$ cat config.mk
export PLATFORM = sky130hd
export DESIGN_NAME = iact_vector_dispatcher
export DESIGN_NICKNAME = d
export VERILOG_FILES = /design/src/rtl/iact_vector_dispatcher_pkg.sv /design/src/rtl/iact_vector_dispatcher_packer.sv /design/src/rtl/iact_vector_dispatcher.sv
export SDC_FILE = /design/constraint.sdc
export NUM_CORES = 1
export LEC_CHECK = 0
export ABC_CLOCK_PERIOD_IN_PS = 2500
export CORE_MARGIN = 2
export CORE_UTILIZATION = 46
export DETAILED_ROUTE_END_ITERATION = 12
export MAX_ROUTING_LAYER = met4
export PLACE_DENSITY = 0.81
export SLEW_MARGIN = 20
export SYNTH_ARGS = -nofsm -noshare
export SYNTH_HDL_FRONTEND = slang
export SYNTH_SLANG_ARGS = --single-unit
$ cat constraint.sdc
create_clock -name clk -period 2.5 [get_ports clk]
set_clock_uncertainty 0.1 [all_clocks]
set_input_delay 0.625 -clock clk [delete_from_list [all_inputs] [get_ports clk]]
set_output_delay 0.625 -clock clk [all_outputs]
set_load 0.05 [all_outputs]
$ cat src/rtl/iact_vector_dispatcher_pkg.sv
// Shared types and defaults for the PE-vector iact dispatcher.
package iact_vector_dispatcher_pkg;

  localparam int unsigned DATA_BITWIDTH_DEF     = 8;
  localparam int unsigned NUM_OF_CHANNEL_DEF    = 32;
  localparam int unsigned MEM_LANES_DEF         = 8;
  localparam int unsigned MEM_ADDR_BITWIDTH_DEF = 10;
  localparam int unsigned VEC_CNT_BITWIDTH_DEF  = 8;

  typedef enum logic [2:0] {
    ST_IDLE  = 3'd0,
    ST_FETCH = 3'd1,
    ST_LAST  = 3'd2,
    ST_PUSH  = 3'd3,
    ST_DONE  = 3'd4
  } state_e;

  // Beat counter width: clog2(beats), never narrower than one bit.
  function automatic int unsigned beat_width(input int unsigned beats);
    return (beats > 1) ? $clog2(beats) : 1;
  endfunction

endpackage

$ cat src/rtl/iact_vector_dispatcher_packer.sv
// Beat-indexed lane register that assembles SRAM words into one channel vector.
module iact_vector_packer
  import iact_vector_dispatcher_pkg::*;
#(
  parameter int unsigned DATA_BITWIDTH  = DATA_BITWIDTH_DEF,
  parameter int unsigned NUM_OF_CHANNEL = NUM_OF_CHANNEL_DEF,
  parameter int unsigned MEM_LANES      = MEM_LANES_DEF,
  parameter int unsigned BEATS          = NUM_OF_CHANNEL / MEM_LANES,
  parameter int unsigned BEAT_W         = beat_width(BEATS)
) (
  input  logic                                     clk,
  input  logic                                     rstN,
  input  logic                                     wr_en,
  input  logic [BEAT_W-1:0]                        beat_idx,
  input  logic [MEM_LANES*DATA_BITWIDTH-1:0]       mem_rdata,
  output logic [NUM_OF_CHANNEL*DATA_BITWIDTH-1:0]  iact
);

  localparam int unsigned LW = MEM_LANES * DATA_BITWIDTH;
  localparam int unsigned VW = NUM_OF_CHANNEL * DATA_BITWIDTH;

  logic [VW-1:0] iact_q;
  logic [VW-1:0] iact_d;

  // Only the slice owned by the current beat changes; the rest holds.
  always_comb begin
    iact_d = iact_q;
    for (int unsigned b = 0; b < BEATS; b++) begin
      if (wr_en && (beat_idx == BEAT_W'(b))) begin
        iact_d[b*LW +: LW] = mem_rdata;
      end
    end
  end

  always_ff @(posedge clk or negedge rstN) begin
    if (!rstN) begin
      iact_q <= '0;
    end else begin
      iact_q <= iact_d;
    end
  end

  assign iact = iact_q;

endmodule

$ cat src/rtl/iact_vector_dispatcher.sv
// Producer side of the PE iact FIFO interface: fetches BEATS SRAM words per
// vector, packs them, and pushes one vector per fifo_en pulse.
module iact_vector_dispatcher
  import iact_vector_dispatcher_pkg::*;
#(
  parameter int unsigned DATA_BITWIDTH     = DATA_BITWIDTH_DEF,
  parameter int unsigned NUM_OF_CHANNEL    = NUM_OF_CHANNEL_DEF,
  parameter int unsigned MEM_LANES         = MEM_LANES_DEF,
  parameter int unsigned MEM_ADDR_BITWIDTH = MEM_ADDR_BITWIDTH_DEF,
  parameter int unsigned VEC_CNT_BITWIDTH  = VEC_CNT_BITWIDTH_DEF
) (
  input  logic                                     clk,
  input  logic                                     rstN,
  input  logic                                     start,
  input  logic [MEM_ADDR_BITWIDTH-1:0]             base_addr,
  input  logic [VEC_CNT_BITWIDTH-1:0]              num_vectors,
  input  logic                                     pe_ready,
  output logic                                     mem_en,
  output logic [MEM_ADDR_BITWIDTH-1:0]             mem_addr,
  input  logic [MEM_LANES*DATA_BITWIDTH-1:0]       mem_rdata,
  output logic                                     fifo_en,
  output logic                                     fifo_wea,
  output logic [NUM_OF_CHANNEL*DATA_BITWIDTH-1:0]  iact,
  output logic                                     busy,
  output logic                                     done
);

  localparam int unsigned BEATS  = NUM_OF_CHANNEL / MEM_LANES;
  localparam int unsigned BEAT_W = beat_width(BEATS);
  localparam int unsigned AW     = MEM_ADDR_BITWIDTH;
  localparam int unsigned CW     = VEC_CNT_BITWIDTH;

  state_e              state_q,   state_d;
  logic                mem_en_q,  mem_en_d;
  logic [AW-1:0]       addr_q,    addr_d;
  logic [BEAT_W-1:0]   beat_q,    beat_d;
  logic [CW-1:0]       vec_cnt_q, vec_cnt_d;
  logic                busy_q,    busy_d;
  logic                done_q,    done_d;
  logic                rd_vld_q,  rd_vld_d;
  logic [BEAT_W-1:0]   rd_beat_q, rd_beat_d;

  // Next-state and registered-output logic.
  always_comb begin
    state_d   = state_q;
    mem_en_d  = 1'b0;
    addr_d    = addr_q;
    beat_d    = beat_q;
    vec_cnt_d = vec_cnt_q;
    busy_d    = busy_q;
    done_d    = 1'b0;
    rd_vld_d  = mem_en_q;
    rd_beat_d = beat_q;

    unique case (state_q)
      ST_IDLE: begin
        if (start) begin
          if (num_vectors == '0) begin
            state_d = ST_DONE;
            done_d  = 1'b1;
          end else begin
            state_d   = ST_FETCH;
            mem_en_d  = 1'b1;
            addr_d    = base_addr;
            beat_d    = '0;
            vec_cnt_d = num_vectors;
            busy_d    = 1'b1;
          end
        end
      end
      ST_FETCH: begin
        // Address keeps counting into the next vector; wraps naturally.
        addr_d = addr_q + AW'(1);
        if (beat_q == BEAT_W'(BEATS - 1)) begin
          beat_d  = '0;
          state_d = ST_LAST;
        end else begin
          beat_d   = beat_q + BEAT_W'(1);
          mem_en_d = 1'b1;
        end
      end
      ST_LAST: begin
        state_d = ST_PUSH;
      end
      ST_PUSH: begin
        if (pe_ready) begin
          vec_cnt_d = vec_cnt_q - CW'(1);
          if (vec_cnt_q == CW'(1)) begin
            state_d = ST_DONE;
            done_d  = 1'b1;
            busy_d  = 1'b0;
          end else begin
            state_d  = ST_FETCH;
            mem_en_d = 1'b1;
          end
        end
      end
      ST_DONE: begin
        state_d = ST_IDLE;
      end
      default: begin
        state_d = ST_IDLE;
        busy_d  = 1'b0;
      end
    endcase
  end

  always_ff @(posedge clk or negedge rstN) begin
    if (!rstN) begin
      state_q   <= ST_IDLE;
      mem_en_q  <= 1'b0;
      addr_q    <= '0;
      beat_q    <= '0;
      vec_cnt_q <= '0;
      busy_q    <= 1'b0;
      done_q    <= 1'b0;
      rd_vld_q  <= 1'b0;
      rd_beat_q <= '0;
    end else begin
      state_q   <= state_d;
      mem_en_q  <= mem_en_d;
      addr_q    <= addr_d;
      beat_q    <= beat_d;
      vec_cnt_q <= vec_cnt_d;
      busy_q    <= busy_d;
      done_q    <= done_d;
      rd_vld_q  <= rd_vld_d;
      rd_beat_q <= rd_beat_d;
    end
  end

  // SRAM data lands one cycle after mem_en; rd_* carries that beat's index.
  iact_vector_packer #(
    .DATA_BITWIDTH  (DATA_BITWIDTH),
    .NUM_OF_CHANNEL (NUM_OF_CHANNEL),
    .MEM_LANES      (MEM_LANES),
    .BEATS          (BEATS),
    .BEAT_W         (BEAT_W)
  ) u_packer (
    .clk       (clk),
    .rstN      (rstN),
    .wr_en     (rd_vld_q),
    .beat_idx  (rd_beat_q),
    .mem_rdata (mem_rdata),
    .iact      (iact)
  );

  // The push must land in the same cycle pe_ready is seen.
  assign fifo_en  = (state_q == ST_PUSH) && pe_ready;
  assign fifo_wea = fifo_en;
  assign mem_en   = mem_en_q;
  assign mem_addr = addr_q;
  assign busy     = busy_q;
  assign done     = done_q;

endmodule

* Word-level counts from Yosys, hierarchy flattened *
Index checks and enable logic that the tools add are counted.

storage, ports and cells
  bits in registers = 285
  latch bits = 0
  memory bits (writable) = 0
  memory bits (read-only) = 0
  input port bits = 86
  output and inout port bits = 271
  memories kept = 0

cells by class
  add/sub/neg operators = 3
  multipliers = 0
  div/mod/pow operators = 0
  $lt $le $gt $ge = 0
  equality and inequality tests = 14
  shift-type cells = 0
  mux-type cells = 33
  bitwise gates (word level) = 1
  reductions and logical operators = 15

operator list
  operator                 number
  $mux W8                  3
  $mux W10                 2
  $pmux W10 S2             1
  $pmux W8 S2              1
  $mux W3                  5
  $mux W1                  13
  $pmux W3 S4              1
  $add A10 B1 Y10 const B  1
  $ne A2 B2 Y1 const B     5
  $eq A8 B1 Y1 const B     1
  $logic_not A8 Y1         1
  $sub A8 B1 Y8 const B    1
  $eq A2 B2 Y1 const B     3
  $eq A3 B2 Y1 const B     2
  $mux W2                  3
  $pmux W1 S3              2
  $reduce_and A3 Y1        2
  $logic_and A1 B1 Y1      5
  $reduce_and A5 Y1        1
  $pmux W2 S2              1
  $reduce_and A4 Y1        1
  $reduce_bool A2 Y1       2
  $eq A3 B1 Y1 const B     1
  $eq A3 B3 Y1 const B     1
  7 further kinds          7

* Depth between registers and ports, before layout *
Gate-level depths: netlist of the first run.

  word-level depth = 4
  mapped depth = 7
  gate-level depth less buffers = 5

* Cells and area by module *
A second synthesis of the first run with hierarchy kept.

unflattened totals
  cell total of the unflattened synthesis = 723
  area, all modules = 11,695.0 um^2

by module, submodules not included
  module                  instances  cells each  area each (um^2)  seq. area each (um^2)
  iact_vector_packer      1          543         10,032.1          6,406.1
  iact_vector_dispatcher  1          180         1,662.8           725.7

* Worst setup path after synthesis of the first run *
Ideal clock, no wire load.

  kind = input-to-output
  start point = input pe_ready
  end point = output fifo_wea
  data arrival time = 1,804 ps
  path slack = -29 ps
  cell stages on the path = 5
  buffers on the path = 2
  cell sequence = nand3_1 -> or2_2 -> clkbuf_1 -> inv_1 -> buf_4

on the way
  word-level cells in the longest chain between the ends = 1

RTL lines
  item                 line                           source
  start: declaration   iact_vector_dispatcher.sv:17   input logic pe_ready,
  $logic_and A1 B1 Y1  iact_vector_dispatcher.sv:149  assign fifo_en = (state_q == ST_PUSH) && pe_ready;
  end: declaration     iact_vector_dispatcher.sv:22   output logic fifo_wea,

No other way between the ends.

* Worst setup path in the final report of the first run *
  start point = register u_packer.iact_q[148] (netlist: u_packer.iact[148])
  end point = output iact[148]

RTL lines
  item                      line                                 source
  start: declaration        iact_vector_dispatcher_packer.sv:22  logic [VW-1:0] iact_q;
  start signal: assignment  iact_vector_dispatcher_packer.sv:39  iact_q <= iact_d;
  end: declaration          iact_vector_dispatcher.sv:23         output logic [NUM_OF_CHANNEL*DATA_BITWIDTH-1:0] iact,

No word-level cell between the ends.

==> flow_summary_export.csv, run 1 <==
group,metric,value,unit
status,status,"finished clean",
grt,grt_pass1_wl,47000,µm
drt,drt_iter0_drc,366,
floorplanning,dieArea,25400,µm²
clocking,ctsHtreeMaxLevel,1,
floorplanning,start_util,0.471,
synthesis,syn_avg_cell_area,15.4,µm²
synthesis,yosysTopAreaCellShare,0.641,
critical_path,cp_slowest_cell,"clkdlybuf4s50_1",
drt,viasPerCell,5.29,
layout,nets,1195,
timing,maxSlewViolCount,0,
timing,finalCritPeriodShare,0.985,
critical_path,path_depth,1,
layout,seq_area,7130,µm²
critical_path,crit_required,1.77,ns
synthesis,syn_area,11100,µm²
drt,met3_length,1940,µm
timing,fmax,406,MHz
layout,syn2layout_area_growth,47.1,%
drt,ant_nets,0,
synthesis,ys_ff_latch,285,
timing,finalHoldViolations,0,
clocking,cts_tree,"yes",
timing,slew_headroom,0.460,
clocking,numCtsBuffers,29,
critical_path,worstPathArrival,1.74,ns
floorplanning,io_pins,357,
timing,setup_viol_count_final,0,
placed_design,dp_hpwl,21100,µm
clocking,clk_pin_slew_worst_paths,0.06,ns
timing,tns,0,ns
critical_path,worstSetupPathType,"register to primary output",
drt,wl_met2,15200,µm
layout,layout-drive-gt1-share,0.318,
clocking,cts-root-buf,"clkbuf_16",
placed_design,gp_congestion,0.849,
clocking,clkSinkCount,285,
clocking,clockBufferDepth,3,
grt,grt.total_usage,0.241,
grt,overflow,0,
synthesis,synth-edff-count,0,
critical_path,path_cells,"clkdlybuf4s50_1",
floorplanning,die_width,159,µm
synthesis,postSynthNetCount,814,
synthesis,synthFlopType,"dfrtp_1",
critical_path,worstSetupStartpoint,"u_packer.iact[148]$_DFFE_PN0P_",
grt,grt_pass1_vias,8152,
floorplanning,core_area,23600,µm²
synthesis,ys_warn_count,0,
timing,worstMarginPinSlew,0.802,ns
timing,period_minus_slack,2.46,ns
timing,rsz0062_at_grt,"false",
layout,multiInputGateArea,3780,µm²
placed_design,port_buffers,356,
floorplanning,dieHeight,159,µm
synthesis,synth.yosys.seq_area_share,0.641,
critical_path,ff2ff_path_depth,5,
synthesis,async_reset_ff_frac,1.00,
drt,top_layer_used,"met4",
drt,drc_errors,0,
critical_path,r2r_start,"mem_addr[0]$_DFFE_PN0P_",
critical_path,crit_path_end_kind,"primary output",
critical_path,crit_buf_inv,1,
synthesis,synth_top_area_cell,"dfrtp_1",
critical_path,rrSetupSlack,0.30,ns
critical_path,crit_fanout,2,
floorplanning,num_rows,56,
drt,num_vias,7657,
drt,drt-total-wl,30000,µm
drt,drtPass1Iterations,5,
synthesis,synth_area_leaders,"dfrtp_1 (64%), mux2_2 (26%), buf_2 (0.85%), nand3_1 (0.72%), nand2_1 (0.61%)",
clocking,worstSkewPairLatency,0.53,ns
grt,grt_start_max_net_pins,63,
job,maxCapViolations,0,
layout,diodes,0,
hold_path,min_path_type,"register to register",
critical_path,cp-endpoint,"iact[148]",
synthesis,synth_cell_type_count,50,
drt,drt-met1-wl,12000,µm
layout,fillers,1649,
critical_path,cp_slowest_stage_delay,0.85,ns
critical_path,regToRegEndpoint,"mem_addr[8]$_DFFE_PN0P_",
critical_path,startpoint_type,"register",
critical_path,crit_family,"buffers and inverters",
drt,wl_per_cell,20.7,µm
grt,antenna_found_initial,0,
synthesis,synth_cells,724,
==> routing by layer <==
layer | up-vias | global-route usage
met2 | 322 | 0.407
met3 | 51 | 0.0513
met5 | - | -
met4 | 0 | 0.0620
li1 | 3394 | -
met1 | 3890 | 0.296
==> cells by family after synthesis <==
family	Yosys count	share of synthesized area
adders and majority gates	4	0.00450
AOI/OAI and AO/OA	55	0.0361
buffers and inverters	47	0.0210
muxes	258	0.261
DFF	285	0.641
and+or+nand+nor	75	0.0361
==> metrics by stage <==
stage | setup WS [ns] | cells | hold WS [ns] | utilization | cell area, µm²
after global routing | 0.000213 | 1447 | 0.299 | 0.693 | 16400
after floorplan | 0.0612 | 724 | 0.229 | - | 11100
final | 0.0369 | 1447 | 0.287 | 0.693 | 16400
after CTS | 0.000445 | 1445 | 0.292 | 0.690 | 16300
after detailed placement | -0.0279 | 1388 | 0.277 | 0.646 | 15300
after global placement | -0.0653 | 1388 | 0.278 | 0.646 | 15300
==> cell usage after synthesis (4+ instances only) <==
cell type  count
buf_2         19
ha_1           4
nand2_1       18
clkbuf_1      16
dfrtp_1      285
nand3_1       16
o22ai_1        5
nor2_1         9
nor4_1         4
inv_1          7
o21ai_0        8
mux2_2       256
a21oi_1       11
and3_1         4
nor3_1         7
==> layout make-up <==
type	instances	share of cell area
flip-flops and latches	285	0.436
repair buffers	390	0.245
multi-input cells	392	0.231
clock buffers	40	0.0506
well taps	319	0.0244
clock inverters	14	0.0110
inverters	7	0.00184
==> how the worst min path moves through the flow <==
stage          cells past startpoint                    end  slack [ns]        startpoint
2_1_floorplan                      0  beat_q[0]$_DFFE_PN0P_        0.23              rstN
3_3_place_gp                       0     rd_vld_q$_DFF_PN0_        0.28  mem_en$_DFF_PN0_
3_5_place_dp                       0     rd_vld_q$_DFF_PN0_        0.28  mem_en$_DFF_PN0_
4_1_cts                            0     rd_vld_q$_DFF_PN0_        0.29  mem_en$_DFF_PN0_
5_1_grt                            0     rd_vld_q$_DFF_PN0_        0.30  mem_en$_DFF_PN0_
6_report                           0     rd_vld_q$_DFF_PN0_        0.29  mem_en$_DFF_PN0_
==> state kept, by name, summed over array words and instances (netlist names) <==
register       count
beat_q             2
busy               1
done               1
mem_addr          10
mem_en             1
rd_beat_q          2
rd_vld_q           1
state_q            3
u_packer.iact    256
vec_cnt_q          8
==> repair_timing <==
action                                  4_1_cts  5_1_grt
pin swaps                                     0        0
endpoints found under the setup margin       14       24
endpoints found under the hold margin        53        0
hold buffers                                  1        0
buffers inserted                              2        2
gates resized for setup                      15       22
==> placed cells by master (no fill, tap or decap), types with 4 or more instances in the layout <==
| cell | count |
|---|---|
| clkinv_2 | 7 |
| buf_12 | 12 |
| a21oi_1 | 11 |
| clkbuf_8 | 6 |
| o22ai_1 | 5 |
| dlymetal6s2s_1 | 22 |
| and3_1 | 4 |
| clkbuf_16 | 29 |
| nand2_1 | 18 |
| bufinv_16 | 4 |
| dfrtp_1 | 283 |
| inv_1 | 6 |
| dlygate4sd2_1 | 12 |
| o21ai_0 | 8 |
| nor4_1 | 4 |
| mux2_2 | 256 |
| clkbuf_1 | 5 |
| nor3_1 | 7 |
| clkdlybuf4s50_1 | 318 |
| nor2_1 | 9 |
| nand3_1 | 15 |
| ha_1 | 4 |
| buf_4 | 24 |
Power of run 1 is left out: the tool's default activity adds up to more than one toggle a clock period on the data nets, which glitch-free logic cannot reach.
==> run 2, diff against run 1 <==
Settings changed: ABC_CLOCK_PERIOD_IN_PS 2500 to 3190, CORE_UTILIZATION 46 to 50, PLACE_DENSITY 0.81 to 0.87.
Clock period 2.5 ns to 3.19 ns, I/O delays scaled along.
==> run 2 against run 1 <==
  * Final cell count shrank 3.7%
  * Wire length is 2.2% higher
  * Setup slack gained 0.14 ns
  * Sequential cell count did not move
  * Non-clock buffer count down 14
  * Via count increased by 0.12%
  * Register-to-register slack improved by 0.59 ns
  * Cell area fell by 1.9%
  * Worst hold slack worse by 0.13 ns
  * Core utilization grew 4.3 points
  * Count of clock-buffer cells in the layout up 6
  * Critical path type is now primary input to primary output
  * Largest cell class unchanged
==> flow_summary_export.csv, run 2 (synthesis results as in run 1) <==
group,metric,value,unit
status,status,"finished clean",
grt,grt_pass1_wl,48100,µm
clocking,clkSinkCount,285,
grt,use_met2,0.449,
placed_design,place_inst,1340,
clocking,cts_tree,"yes",
critical_path,path_cells,"clkdlybuf4s50_1 -> nand3_1 -> or2_2 -> inv_1 -> buf_12",
clocking,cts_resized,0,
placed_design,gp_congestion,0.868,
grt,grt_use_met1,0.320,
placed_design,dp_hpwl,21600,µm
layout,largest_register_ffs,256,
grt,antenna_found_initial,0,
hold_path,min_path_type,"primary input to async pin",
critical_path,crit_path_end_kind,"primary output",
critical_path,rrSetupSlack,0.89,ns
layout,syn2layout_area_growth,44.3,%
critical_path,crit_buf_inv,3,
layout,nets,1182,
critical_path,cp_slowest_stage_delay,0.49,ns
timing,maxSlewViolCount,0,
grt,top_usage_layer,"met2",
layout,fin_cells,1394,
critical_path,ff2ff_path_depth,5,
layout,layout_common_cells,"clkdlybuf4s50_1 (353), dfrtp_1 (285), mux2_2 (256)",
critical_path,crit_family,"buffers and inverters",
layout,diodes,0,
critical_path,path_depth,5,
floorplanning,dieHeight,153,µm
drt,drt_iter0_drc,303,
clocking,clk_pin_slew_worst_paths,0.06,ns
floorplanning,num_rows,54,
drt,wl_per_cell,22.0,µm
clocking,numCtsBuffers,30,
floorplanning,core_area,21800,µm²
timing,setup_viol_count_final,0,
grt,grt_pass1_vias,8380,
floorplanning,start_util,0.510,
floorplanning,io_pins,357,
timing,slew_headroom,0.481,
timing,rsz0062_at_grt,"false",
timing,finalCritPeriodShare,0.946,
grt,grt.total_usage,0.267,
drt,viasPerCell,5.50,
critical_path,worstSetupPathType,"primary input to primary output",
floorplanning,die_width,153,µm
drt,drtPass1Iterations,4,
placed_design,port_buffers,356,
grt,grtUsageMet3,0.0564,
critical_path,cp_slowest_cell,"clkdlybuf4s50_1",
critical_path,worstPathArrival,2.12,ns
timing,finalHoldViolations,0,
timing,period_minus_slack,3.02,ns
clocking,worstSkewPairLatency,0.53,ns
grt,grt_start_max_net_pins,82,
layout,layout_commonest_cell,"clkdlybuf4s50_1",
critical_path,crit_fanout,6,
clocking,ctsHtreeMaxLevel,1,
critical_path,startpoint_type,"primary input",
timing,fin_ws,0.173,ns
drt,drt-total-wl,30600,µm
critical_path,crit_required,2.29,ns
drt,drc_errors,0,
grt,overflow,0,
timing,worstMarginPinSlew,0.771,ns
drt,ant_nets,0,
clocking,cts_setup_buffers,0,
timing,fmax,331,MHz
floorplanning,dieArea,23500,µm²
layout,layout-drive-gt1-share,0.305,
clocking,cts-root-buf,"clkbuf_16",
job,maxCapViolations,0,
clocking,clockBufferDepth,3,
timing,tns,0,ns
placed_design,place_ws,0.192,ns
clocking,postCtsHoldBufs,0,
drt,num_vias,7666,
-- run 2: final cells by class --
class / instances / area, µm²
clock inverter: 8 / 70.1
multi-input combinational: 392 / 3770
inverter: 7 / 26.3
sequential: 285 / 7130
clock buffer: 46 / 912
tap: 280 / 350
timing repair buffer: 376 / 3790
fill: 1362 / 5770
-- run 2: final timing paths --
kind,from,endpoint
max in group asynchronous,rstN,u_packer.iact[69]$_DFFE_PN0P_
max reg2reg,mem_addr[0]$_DFFE_PN0P_,mem_addr[8]$_DFFE_PN0P_
min,rstN,vec_cnt_q[3]$_DFFE_PN0P_
min in group clk,beat_q[1]$_DFFE_PN0P_,rd_beat_q[1]$_DFF_PN0_
min reg2reg,beat_q[1]$_DFFE_PN0P_,rd_beat_q[1]$_DFF_PN0_
max,pe_ready,fifo_wea
-- run 2: metrics by stage --
step	utilization	hold slack [ns]	area, µm²
global placement	0.691	0.293	15100
global route	0.736	0.190	16100
floorplan	-	0.277	11100
CTS	0.736	0.173	16100
detailed placement	0.691	0.294	15100
finish	0.736	0.161	16100
-- run 2: worst reg2reg max path, delay by kind of cell, from the launching register on --
kind | cells | cell delay [ns]
simple gates | 3 | 1.02
flops | 1 | 0.47
fa+ha+maj | 1 | 0.32
compound gates | 1 | 0.27
-- run 2: per-layer routing --
layer  part of all wire  wire [µm]
met1               0.38      11700
met2               0.50      15500
met3              0.073       2250
met4              0.039       1200
met5                  0          0
Power of run 2 is left out for the same reason.
